==> src/rtl/display_scan.sv <==
// Purpose : time-multiplexed scanner for a 4-digit display with a double-buffered digit word.
// Latency : a loaded word reaches the display at the next frame wrap; value/anodes follow idx with no extra cycle.
// Backpressure: none; loads are always accepted, and the last word loaded before a wrap wins.
//
// Ports:
//   clk, rst_n   - single clock, asynchronous active-low reset
//   enable       - 1 = scan and light digits, 0 = blank all anodes and freeze scanning
//   load         - one-cycle strobe capturing digits_in into the shadow register
//   digits_in    - four 2-bit digit codes, digit k at [2k+1:2k]
//   value        - 2-bit code of the currently selected digit
//   anodes       - active-low digit enables (bit k low lights digit k)
//   pending      - a captured word is waiting for the frame boundary
//   frame_done   - one-cycle pulse in the cycle after a 4-digit frame completes
module display_scan #(
    parameter int DIV = 50000,
    parameter int CW  = 16
) (
    input  logic       clk,
    input  logic       rst_n,
    input  logic       enable,
    input  logic       load,
    input  logic [7:0] digits_in,
    output logic [1:0] value,
    output logic [3:0] anodes,
    output logic       pending,
    output logic       frame_done
);

    localparam logic [CW-1:0] LAST = CW'(DIV - 1);

    logic [CW-1:0] cnt;
    logic [1:0]    idx;
    logic [7:0]    shadow;
    logic [7:0]    active;
    logic          tick;
    logic          wrap;

    // The prescaler only produces a tick while enabled, so disabling freezes
    // both the dwell count and the digit index exactly where they are.
    assign tick = enable && (cnt == LAST);
    assign wrap = tick && (idx == 2'd3);

    always_ff @(posedge clk or negedge rst_n) begin
        if (!rst_n) begin
            cnt        <= '0;
            idx        <= 2'd0;
            shadow     <= 8'h00;
            active     <= 8'h00;
            pending    <= 1'b0;
            frame_done <= 1'b0;
        end else begin
            if (enable) begin
                cnt <= tick ? '0 : cnt + 1'b1;
            end

            if (tick) begin
                idx <= idx + 2'd1;
            end

            if (load) begin
                shadow <= digits_in;
            end

            // Transfer at the frame boundary only, so a word is never shown
            // half old / half new. A load on the same edge lands in shadow
            // and stays pending while active takes the previous shadow.
            if (wrap && pending) begin
                active <= shadow;
            end

            if (load) begin
                pending <= 1'b1;
            end else if (wrap) begin
                pending <= 1'b0;
            end

            frame_done <= wrap;
        end
    end

    // Outputs decode registered state only; digits_in and load never reach them.
    always_comb begin
        value = 2'b00;
        case (idx)
            2'd0: value = active[1:0];
            2'd1: value = active[3:2];
            2'd2: value = active[5:4];
            2'd3: value = active[7:6];
            default: value = 2'b00;
        endcase
    end

    assign anodes = enable ? ~(4'b0001 << idx) : 4'b1111;

endmodule

==> config.mk <==
export PLATFORM = sky130hd
export DESIGN_NAME = display_scan
export DESIGN_NICKNAME = d
export VERILOG_FILES = /design/src/rtl/display_scan.sv
export SDC_FILE = /design/constraint.sdc
export NUM_CORES = 1
export LEC_CHECK = 0
export CAP_MARGIN = 5
export CORE_MARGIN = 3
export CORE_UTILIZATION = 55
export DETAILED_ROUTE_END_ITERATION = 10
export DONT_BUFFER_PORTS = 1
export PLACE_DENSITY_LB_ADDON = 0.12
export SETUP_SLACK_MARGIN = 0.05
export SLEW_MARGIN = 10
export SYNTH_ARGS = -nofsm -noshare
export SYNTH_HDL_FRONTEND = slang
export SYNTH_SLANG_ARGS = --single-unit
==> constraint.sdc <==
create_clock -name clk -period 2.3 [get_ports clk]
set_input_delay 0.46 -clock clk [delete_from_list [all_inputs] [get_ports clk]]
set_output_delay 0.46 -clock clk [all_outputs]
set_load 0.005 [all_outputs]
# == Yosys cells after proc, flatten, opt, wreduce, memory -nomap -nowiden ==
# Cells that the tools add are included.
# word_totals
wordCells,24
in_bits,12
ff_bits,36
# op_classes
reduce_logical,5
muxes,5
bitwise,1
add_sub_neg,2
shifts,1
n_eq_ne,4
# ops
cell,n
$add 16x1->16 const B,1
$eq 16x16->1 const B,1
$mux 16,1
$pmux 2 s4,1
$eq 2x2->1 const B,2
$mux 4,1
$not 4->4,1
$shl 1x2->4 const A,1
$logic_and 1x1->1,3
$add 2x1->2 const B,1
$eq 2x1->1 const B,1
$logic_not 2->1,1
$mux 1,2
$reduce_bool 2->1,1

# == Longest topological paths before layout ==
# Gate-level depths: netlist of the first run.
# logic_depth
ltp_word,5
depth_mapped,6

# == Worst setup path before layout of the first run ==
# No wires, ideal clock.
# synth_timing
kind,reg2reg
startpoint,register cnt[5]
endpoint,register active[0]
arrival_ns,1.889
setup_time_ns,0.127
synth_period_minus_slack_ns,2.017
n_path_buf,1
path_stages_with_launch,6
setup_slack_ns,0.283
cell_sequence,dfrtp_1 > or4b_4 > nor4_4 > and3_1 > buf_4 > mux2_1
# synth_via
elab_chain_cells,4
# synth_rtl
item,line,text
"start, declared",31,logic [CW-1:0] cnt;
"start signal, assigned",53,cnt <= tick ? '0 : cnt + 1'b1;
$eq 16x16->1,40,assign tick = enable && (cnt == LAST);
$logic_and 1x1->1,40,
$logic_and 1x1->1,41,assign wrap = tick && (idx == 2'd3);
$logic_and 1x1->1,67,if (wrap && pending) begin
"end signal, assigned",68,active <= shadow;
"end, declared",34,logic [7:0] active;
# No other way between the ends.
# A chain may end at the register's enable or synchronous reset.

# == Worst setup path after layout of the first run ==
# layout_timing
startpoint,register cnt[5]
endpoint,register active[4]
# The elaborated chain is that of the path after synthesis.

==> flow_metrics.tcl, run 1 <==
set metrics [dict create \
    synth_cell_types 30 \
    drive_above_1_share_pct 15.1 \
    grt_max_degree 37 \
    synth_ff_type "dfrtp_1" \
    cp-start-kind "flip-flop" \
    synth_top_area_share_pct 54.6 \
    vias 1015 \
    setup_ws_ns 0.228 \
    power_mw 1.32 \
    die_area_um2 3690 \
    pre_cts_slack_ns 0.128 \
    ys_seq_elements 36 \
    grt_pass1_vias 1023 \
    synth_edf_count 0 \
    insertion_delay_ns 0.34 \
    netlist_area_um2 1650 \
    dr.pass1.iters 5 \
    grt_overflow 0 \
    drv_slew 0 \
    endpoint_kind "flip-flop" \
    period_share_pct 90.1 \
    ys_async_sr_fraction_pct 100 \
    irDropWorstVdd_uv 512 \
    power_density_nw_per_um2 737 \
    yosysWarningCount 0 \
    io_buffers 0 \
    critPathKind "flip-flop to flip-flop" \
    fp.dieW_um 60.8 \
    antenna_found_initial 0 \
    worstPathRequired_ns 2.54 \
    hold_viol_final 0 \
    post-route-util_pct 63.8 \
    postSynthCellCount 138 \
    root_buffer "clkbuf_4" \
    max_stage_delay_ns 0.56 \
    ys_seq_area_share_pct 54.6 \
    fill_cells 248 \
    status "finished clean" \
    crit_chain "or4b_4, nor4_4, and3_2, mux2_1" \
    cts_tree "done" \
    synth_top_area_cell "dfrtp_1" \
    clkSinkCount 36 \
    critPathMaxFanout 8 \
    synth.net_count 156 \
    gp_congestion 0.757 \
    num_rows 19 \
    worst_pin_slew_ns 0.654 \
    synthTopCellsByArea "dfrtp_1, mux2_1, mux2_2" \
    clock.fmax_mhz 483 \
    setup_tns_ns 0 \
    crit_path_top_delay_cell "or4b_4" \
    start_util_pct 58.8 \
    place_area_um2 1680 \
    ios 20 \
    synth_most_common_cell "dfrtp_1" \
    p_leak_nw 0.843 \
    fin_crit_ns 2.07 \
    core_area_um2 2810 \
    syn_avg_cell_area_um2 11.9 \
    cts_buffers 5 \
    antenna_cells 0 \
    drv_cap 0 \
    via_per_inst 5.73 \
    wl_per_cell_um 16.3 \
    post_cts_buffers 0 \
    grt_pass1_wl_um 4880 \
    clock_skew_ns 0.00564 \
    arrival_ns 2.31 \
    hpwl_um 2030 \
    path_clk_slew_ns 0.11 \
    rsz0062_at_grt "no" \
    htree_levels 2 \
    num-nets-final 163 \
    clk_path_buf_depth 2 \
    area_delta_synth_final_pct 8.57 \
    fp.dieH_um 60.8 \
    setup_viol 0 \
    relSlewSlack_pct 56.0 \
    track_usage_pct 18.4 \
    drt_iter0_markers 52 \
    min_path_type "primary input to flip-flop" \
    detail-route-antenna-nets 0 \
    drc_errors 0 \
    netlist_top_cells_count "dfrtp_1, nand2_1, mux2_1, mux2_2, inv_1" \
    final_area_um2 1790 \
    wl_um 2880 \
]
[cell usage in the layout, fill, tap and decap left out, drive strengths merged]
cell	netlist	layout
dfrtp	36	36
mux2	16	16
nand2	13	13
inv	7	7
xnor2	6	6
nor2	6	6
xor2	6	6
ha	6	6
clkbuf	2	6
nand4	5	5
nand3	4	4
o21ai	4	4
nor4	4	4
mux2i	3	3
nand2b	3	3
buf	2	3
a222oi	2	2
or3	2	2
a21oi	2	2
and3	2	2
or4b	1	1
or4	1	1
or2	1	1
nor3	1	1
and4	1	1
o22ai	1	1
a21o	1	1
clkinv	0	1
bufinv	0	1
dlygate4sd3	0	1
[worst max-delay path: cells and delay by family (launching register included)]
family | cells | cell delay, ns
flip-flops | 1 | 0.44
multiplexers | 1 | 0.35
AND/OR/NAND/NOR | 3 | 1.17
[logic make-up after synthesis]
logic type | Yosys count | synth area share (%)
fa+ha+maj | 6 | 4.55
xor+xnor | 12 | 6.37
simple gates | 44 | 15.0
mux | 19 | 12.7
compound gates | 10 | 3.87
flops | 36 | 54.6
buf+inv | 11 | 2.81
[per-layer routing]
layer / up-vias / global-route usage [%] / share of wire (%)
met4: 0 / 6.50 / 1.0
met1: 488 / 24.9 / 47
met2: 31 / 26.4 / 46
li1: 492 / - / -
met5: - / 0 / 0
met3: 4 / 7.87 / 5.5
[final timing paths]
path,startpoint,endpoint,slack [ns],cells after the start
worst max-delay path,cnt[5],active[4],0.23,4
worst min-delay path,load,pending,0.21,1
worst max register to register,cnt[5],active[4],0.23,4
worst min register to register,cnt[15],cnt[15],0.49,1
max in group asynchronous,rst_n,cnt[9],1.57,2
min in group asynchronous,rst_n,cnt[12],0.55,2
[state kept, by name, indices dropped and copies added (netlist names)]
register    count
shadow          8
cnt            16
frame_done      1
pending         1
idx             2
active          8
[power breakdown]
part | switching [mW] | total (mW) | internal [mW]
Sequential | 0.0614 | 0.752 | 0.690
Combinational | 0.0632 | 0.128 | 0.0652
Clock | 0.211 | 0.439 | 0.228
[per-stage QoR]
step	hold WS, ns	std cells
2_1_floorplan	0.164	138
3_3_place_gp	0.165	167
3_5_place_dp	0.165	167
4_1_cts	0.185	177
5_1_grt	0.183	177
6_report	0.205	177
[repair_timing]
action / 4_1_cts / 5_1_grt
endpoints found under the hold margin: 36 / 0
gates resized for setup: 0 / 1
hold buffers: 2 / 0
endpoints found under the setup margin: 0 / 6
[cell type report]
class / instances / area (um^2) / area share [%]
clock buffer: 6 / 41.3 / 2.31
clock inverter: 2 / 35.0 / 1.96
inverter: 7 / 26.3 / 1.47
multi-input combinational: 91 / 703 / 39.3
sequential: 36 / 901 / 50.3
tap: 31 / 38.8 / 2.17
timing repair buffer: 4 / 45.0 / 2.52
Power figures use the tool's default switching activity.
==> run 2: changes to the inputs <==
--- a/config.mk
+++ b/config.mk
@@ -8,10 +8,11 @@
 export CAP_MARGIN = 5
 export CORE_MARGIN = 3
 export CORE_UTILIZATION = 55
+export CTS_CLUSTER_SIZE = 14
 export DETAILED_ROUTE_END_ITERATION = 10
 export DONT_BUFFER_PORTS = 1
 export PLACE_DENSITY_LB_ADDON = 0.12
-export SETUP_SLACK_MARGIN = 0.05
+export SETUP_SLACK_MARGIN = 0.4
 export SLEW_MARGIN = 10
 export SYNTH_ARGS = -nofsm -noshare
 export SYNTH_HDL_FRONTEND = slang
==> run 2 against run 1 <==
Net effect:
- clock power is essentially flat
- power rose by 2.3%
- largest power group unchanged
- utilization is 5.0 points higher
- largest cell class unchanged
- register-to-register slack improved by 0.09 ns
==> flow_metrics.tcl, run 2 (synthesized netlist as in run 1, its figures left out) <==
set metrics [dict create \
    irDropWorstVdd_uv 511 \
    largest_register_ffs 16 \
    setup_ws_ns 0.316 \
    grt_pass1_wl_um 5070 \
    layout_common_cells "dfrtp_1, nand2_1, buf_4" \
    drv_cap 0 \
    track_usage_pct 19.5 \
    area_delta_synth_final_pct 17.1 \
    num_rows 19 \
    fill_cells 205 \
    drv_slew 0 \
    fp.dieH_um 60.8 \
    power_density_nw_per_um2 698 \
    grt_overflow 0 \
    critPathMaxFanout 8 \
    multi_input_area_um2 771 \
    dr.pass1.iters 4 \
    power_mw 1.35 \
    regArea_um2 903 \
    max_stage_delay_ns 0.55 \
    core_area_um2 2810 \
    antenna_found_initial 0 \
    drt_iter0_markers 60 \
    final_common_cell "dfrtp_1" \
    drive_above_1_share_pct 31.0 \
    rsz0062_at_grt "yes" \
    pre_cts_slack_ns 0.179 \
    io_buffers 0 \
    clkSinkCount 36 \
    period_share_pct 86.2 \
    min_path_type "primary input to flip-flop" \
    status "finished clean" \
    cp-start-kind "flip-flop" \
    root_buffer "clkbuf_4" \
    grt_pass1_vias 1122 \
    largest_registers "cnt: 16 flops, active: 8 flops, shadow: 8 flops" \
    detail-route-antenna-nets 0 \
    post-route-util_pct 68.9 \
    hold_viol_final 0 \
    worstPathBufferInverterCount 0 \
    start_util_pct 58.8 \
    crit_family "simple AND/OR/NAND/NOR gates" \
    vias 1076 \
    arrival_ns 2.21 \
    ios 20 \
    htree_levels 2 \
    grt_max_degree 37 \
    setup_viol 0 \
    relSlewSlack_pct 71.0 \
    wl_per_cell_um 16.9 \
    drc_errors 0 \
    setup_tns_ns 0 \
    critPathKind "flip-flop to flip-flop" \
    antenna_cells 0 \
    gp_congestion 0.754 \
    clock_skew_ns 0.00996 \
    insertion_delay_ns 0.34 \
    clk_path_buf_depth 2 \
    fin_crit_ns 1.98 \
    path_clk_slew_ns 0.11 \
    wl_um 3140 \
    clock.fmax_mhz 504 \
    num-nets-final 172 \
    crit_path_top_delay_cell "or4_4" \
    crit_chain "or4_4, nor4_4, and3_4, mux2_1" \
    hpwl_um 2110 \
    p_leak_nw 0.881 \
    fp.dieW_um 60.8 \
    cts_buffers 5 \
    top_register "cnt" \
    endpoint_kind "flip-flop" \
    die_area_um2 3690 \
    worstPathRequired_ns 2.53 \
    via_per_inst 5.78 \
    worst_pin_slew_ns 0.432 \
    cts_tree "done" \
]
==> run 2: cell types whose count changed in the layout (fill, tap and decap cells not counted), sizes merged <==
cell / change
buf: +9
clkbuf: -1
clkinvlp: +1
==> run 2: final timing paths <==
| path | from | endpoint | slack, ns | cells after the start |
|---|---|---|---|---|
| worst max-delay path | cnt[13] | active[4] | 0.32 | 4 |
| worst min-delay path | load | pending | 0.20 | 1 |
| worst max register to register | cnt[13] | active[4] | 0.32 | 4 |
| worst min register to register | cnt[15] | cnt[15] | 0.50 | 1 |
| max in group asynchronous | rst_n | idx[1] | 1.54 | 2 |
| min in group asynchronous | rst_n | shadow[3] | 0.57 | 2 |
==> run 2: what timing repair did <==
| item | 4_1_cts | 5_1_grt |
|---|---|---|
| setup endpoints to repair | 10 | 12 |
| pin swaps | 5 | 2 |
| hold buffers | 2 | 0 |
| endpoints found under the hold margin | 36 | 0 |
| gates resized for setup | 10 | 9 |
| buffers inserted | 7 | 2 |
==> run 2: power breakdown <==
group | internal [mW] | total, mW | switching (mW)
Combinational | 0.0799 | 0.154 | 0.0738
Sequential | 0.690 | 0.755 | 0.0643
Clock | 0.227 | 0.441 | 0.214
==> run 2: worst reg2reg max path, cell delays in order (launching register included) <==
cell and delay, ns:
dfrtp_1 0.40, or4_4 0.55, nor4_4 0.25, and3_4 0.33, mux2_1 0.35
==> run 2: metrics by stage <==
step,hold slack [ns],std cells,cell area (um^2)
finish,0.198,186,1930
global route,0.167,186,1930
CTS,0.191,184,1880
detailed placement,0.165,167,1690
global placement,0.165,167,1690
floorplan,0.164,138,1660
==> run 2: routing by layer <==
| metal | track usage (%) | wire [um] |
|---|---|---|
| met4 | 7.74 | 62 |
| met3 | 8.72 | 189 |
| met5 | 0 | 0 |
| met2 | 33.1 | 1590 |
| met1 | 21.2 | 1300 |
==> run 2: layout make-up <==
class,count,share of cell area (%)
Inverter,7,1.36
Timing Repair Buffer,13,5.83
Tap cell,31,2.01
Multi-Input combinational cell,91,39.9
Sequential cell,36,46.8
Clock buffer,5,1.94
Clock inverter,3,2.20
==> run 3: changes to the inputs <==
--- a/config.mk
+++ b/config.mk
@@ -12,6 +12,7 @@
 export DETAILED_ROUTE_END_ITERATION = 10
 export DONT_BUFFER_PORTS = 1
 export PLACE_DENSITY_LB_ADDON = 0.12
+export RECOVER_POWER = 100
 export SETUP_SLACK_MARGIN = 0.4
 export SLEW_MARGIN = 10
 export SYNTH_ARGS = -nofsm -noshare
==> run 3 against run 2 <==
Net effect:
- die area did not move
- sequential power about the same
- power decreased by 0.53%
- global-route usage unchanged
- sequential share of layout area up 0.83 points
- routed wire length fell by 2.3%
- setup slack worse by 0.023 ns
- via count is 1.1% lower
- clock power about the same
- largest power group unchanged
==> flow_metrics.tcl, run 3 (synthesized netlist as in run 1, its figures left out) <==
set metrics [dict create \
    via_per_inst 5.72 \
    drv_cap 0 \
    crit_start "cnt[13]" \
    r2r_cells 4 \
    num-nets-final 172 \
    crit_chain "or4_4, nor4_4, and3_2, mux2_1" \
    top_register "cnt" \
    relSlewSlack_pct 55.7 \
    htree_levels 2 \
    holdWs_ns 0.206 \
    layout_common_cells "dfrtp_1, nand2_1, buf_4" \
    root_buffer "clkbuf_4" \
    p_sw_uw 347 \
    clock.fmax_mhz 498 \
    r2r_slack_ns 0.29 \
    critPathMaxFanout 8 \
    io_buffers 0 \
    seqPwrFrac_pct 56.2 \
    final_common_cell "dfrtp_1" \
    rsz0062_at_grt "yes" \
    clkSinkCount 36 \
    grt_pass1_vias 1122 \
    cts_buffers 5 \
    power_density_nw_per_um2 709 \
    hold_viol_final 0 \
    fill_cells 217 \
    fin_crit_ns 2.01 \
    num_rows 19 \
    place_inst 167 \
    place_area_um2 1690 \
    drive_above_1_share_pct 23.9 \
    rr_startpoint "cnt[13]" \
    largest_registers "cnt: 16 flops, active: 8 flops, shadow: 8 flops" \
    path_clk_slew_ns 0.11 \
    setup_tns_ns 0 \
    p_clk_share_pct 32.6 \
    detail-route-antenna-nets 0 \
    p_leak_nw 0.881 \
    final_area_um2 1890 \
    setup_viol 0 \
    largest_register_ffs 16 \
    p_comb_share_pct 11.2 \
    max_stage_delay_ns 0.55 \
    grt_pass1_wl_um 5070 \
    hpwl_um 2110 \
    drc_errors 0 \
    clk_path_buf_depth 2 \
    worst_pin_slew_ns 0.658 \
    arrival_ns 2.23 \
    core_area_um2 2810 \
    gp_congestion 0.754 \
    clock_skew_ns 0.00836 \
    irDropWorstVdd_uv 509 \
    insertion_delay_ns 0.34 \
    crit_family "simple AND/OR/NAND/NOR gates" \
    endpoint_kind "flip-flop" \
    fp.dieW_um 60.8 \
    worstPathBufferInverterCount 0 \
    instances_no_fill 186 \
    switching_share_pct 25.9 \
    die_area_um2 3690 \
    fp.dieH_um 60.8 \
    cts_tree "done" \
    worstPathRequired_ns 2.52 \
    worstSetupPathDepth 4 \
    wl_per_cell_um 16.5 \
    hp-start "load" \
    grt_overflow 0 \
    setup.worst_path.end "active[4]" \
    antenna_cells 0 \
    wl_um 3070 \
    cp-start-kind "flip-flop" \
    drv_slew 0 \
    status "finished clean" \
    ios 20 \
    area_delta_synth_final_pct 14.8 \
    drt_iter0_markers 46 \
    start_util_pct 58.8 \
    min_path_type "primary input to flip-flop" \
    dr.pass1.iters 4 \
    track_usage_pct 19.5 \
    rr_endpoint "active[4]" \
    vias 1064 \
    p_int_uw 995 \
    period_share_pct 87.2 \
    grt_max_degree 37 \
    crit_path_top_delay_cell "or4_4" \
    antenna_found_initial 0 \
    critPathKind "flip-flop to flip-flop" \
]
[run 3: changes by cell type in the layout (fill, tap and decap cells not counted)]
| cell | previous run | this run |
|---|---|---|
| nor4_1 | 2 | 3 |
| inv_2 | 2 | 1 |
| inv_1 | 5 | 6 |
| and3_2 | 0 | 1 |
| mux2_1 | 1 | 6 |
| clkbuf_1 | 0 | 2 |
| mux2_4 | 7 | 2 |
| buf_4 | 11 | 9 |
| dfrtp_1 | 34 | 36 |
| nor4_2 | 1 | 0 |
| and3_4 | 1 | 0 |
| dfrtp_2 | 2 | 0 |
[run 3: metal layers]
layer / track usage (%) / share of wire [%]
met5: 0 / 0
met4: 7.74 / 0.65
met1: 21.2 / 41
met3: 8.72 / 5.8
met2: 33.1 / 52
[run 3: power by group through the flow]
stage / sequential (mW) / combinational, mW / clock, mW
after detailed placement: 0.767 / 0.117 / 0
final: 0.755 / 0.150 / 0.438
after global placement: 0.762 / 0.110 / 0
after global routing: 0.764 / 0.171 / 0.486
after CTS: 0.754 / 0.137 / 0.450
after floorplan: 0.749 / 0.105 / 0
[run 3: cell type report]
type	instances	area, um^2	share of cell area [%]
Sequential cell	36	901	47.6
Multi-Input combinational cell	91	742	39.2
Timing Repair Buffer	13	105	5.55
Clock inverter	3	42.5	2.25
Tap cell	31	38.8	2.05
Clock buffer	5	37.5	1.98
Inverter	7	26.3	1.39
[run 3: worst min path at each step]
stage	end	slack [ns]	cells past startpoint
6_report	pending	0.21	1
3_3_place_gp	cnt[2]	0.17	0
2_1_floorplan	active[0]	0.16	0
3_5_place_dp	cnt[2]	0.17	0
5_1_grt	pending	0.17	1
4_1_cts	pending	0.19	1
[run 3: worst reg2reg max path, cell delays in order, from the launching register on]
cell and delay (ns):
dfrtp_1 0.40, or4_4 0.55, nor4_4 0.24, and3_2 0.35
mux2_1 0.35
[run 3: metrics by stage]
step	total power, mW	utilization (%)	setup WS (ns)
after floorplan	0.853	-	0.345
after global routing	1.42	67.5	0.0955
after global placement	0.872	60.1	0.240
after CTS	1.34	67.1	0.347
after detailed placement	0.884	60.1	0.179
final	1.34	67.5	0.293
[run 3: timing repair]
item	4_1_cts	5_1_grt
buffers inserted	7	2
setup endpoints to repair	10	12
cloned	0	0
pin swaps	5	2
resized for setup	10	9
endpoints found under the hold margin	36	0
hold buffers	2	0
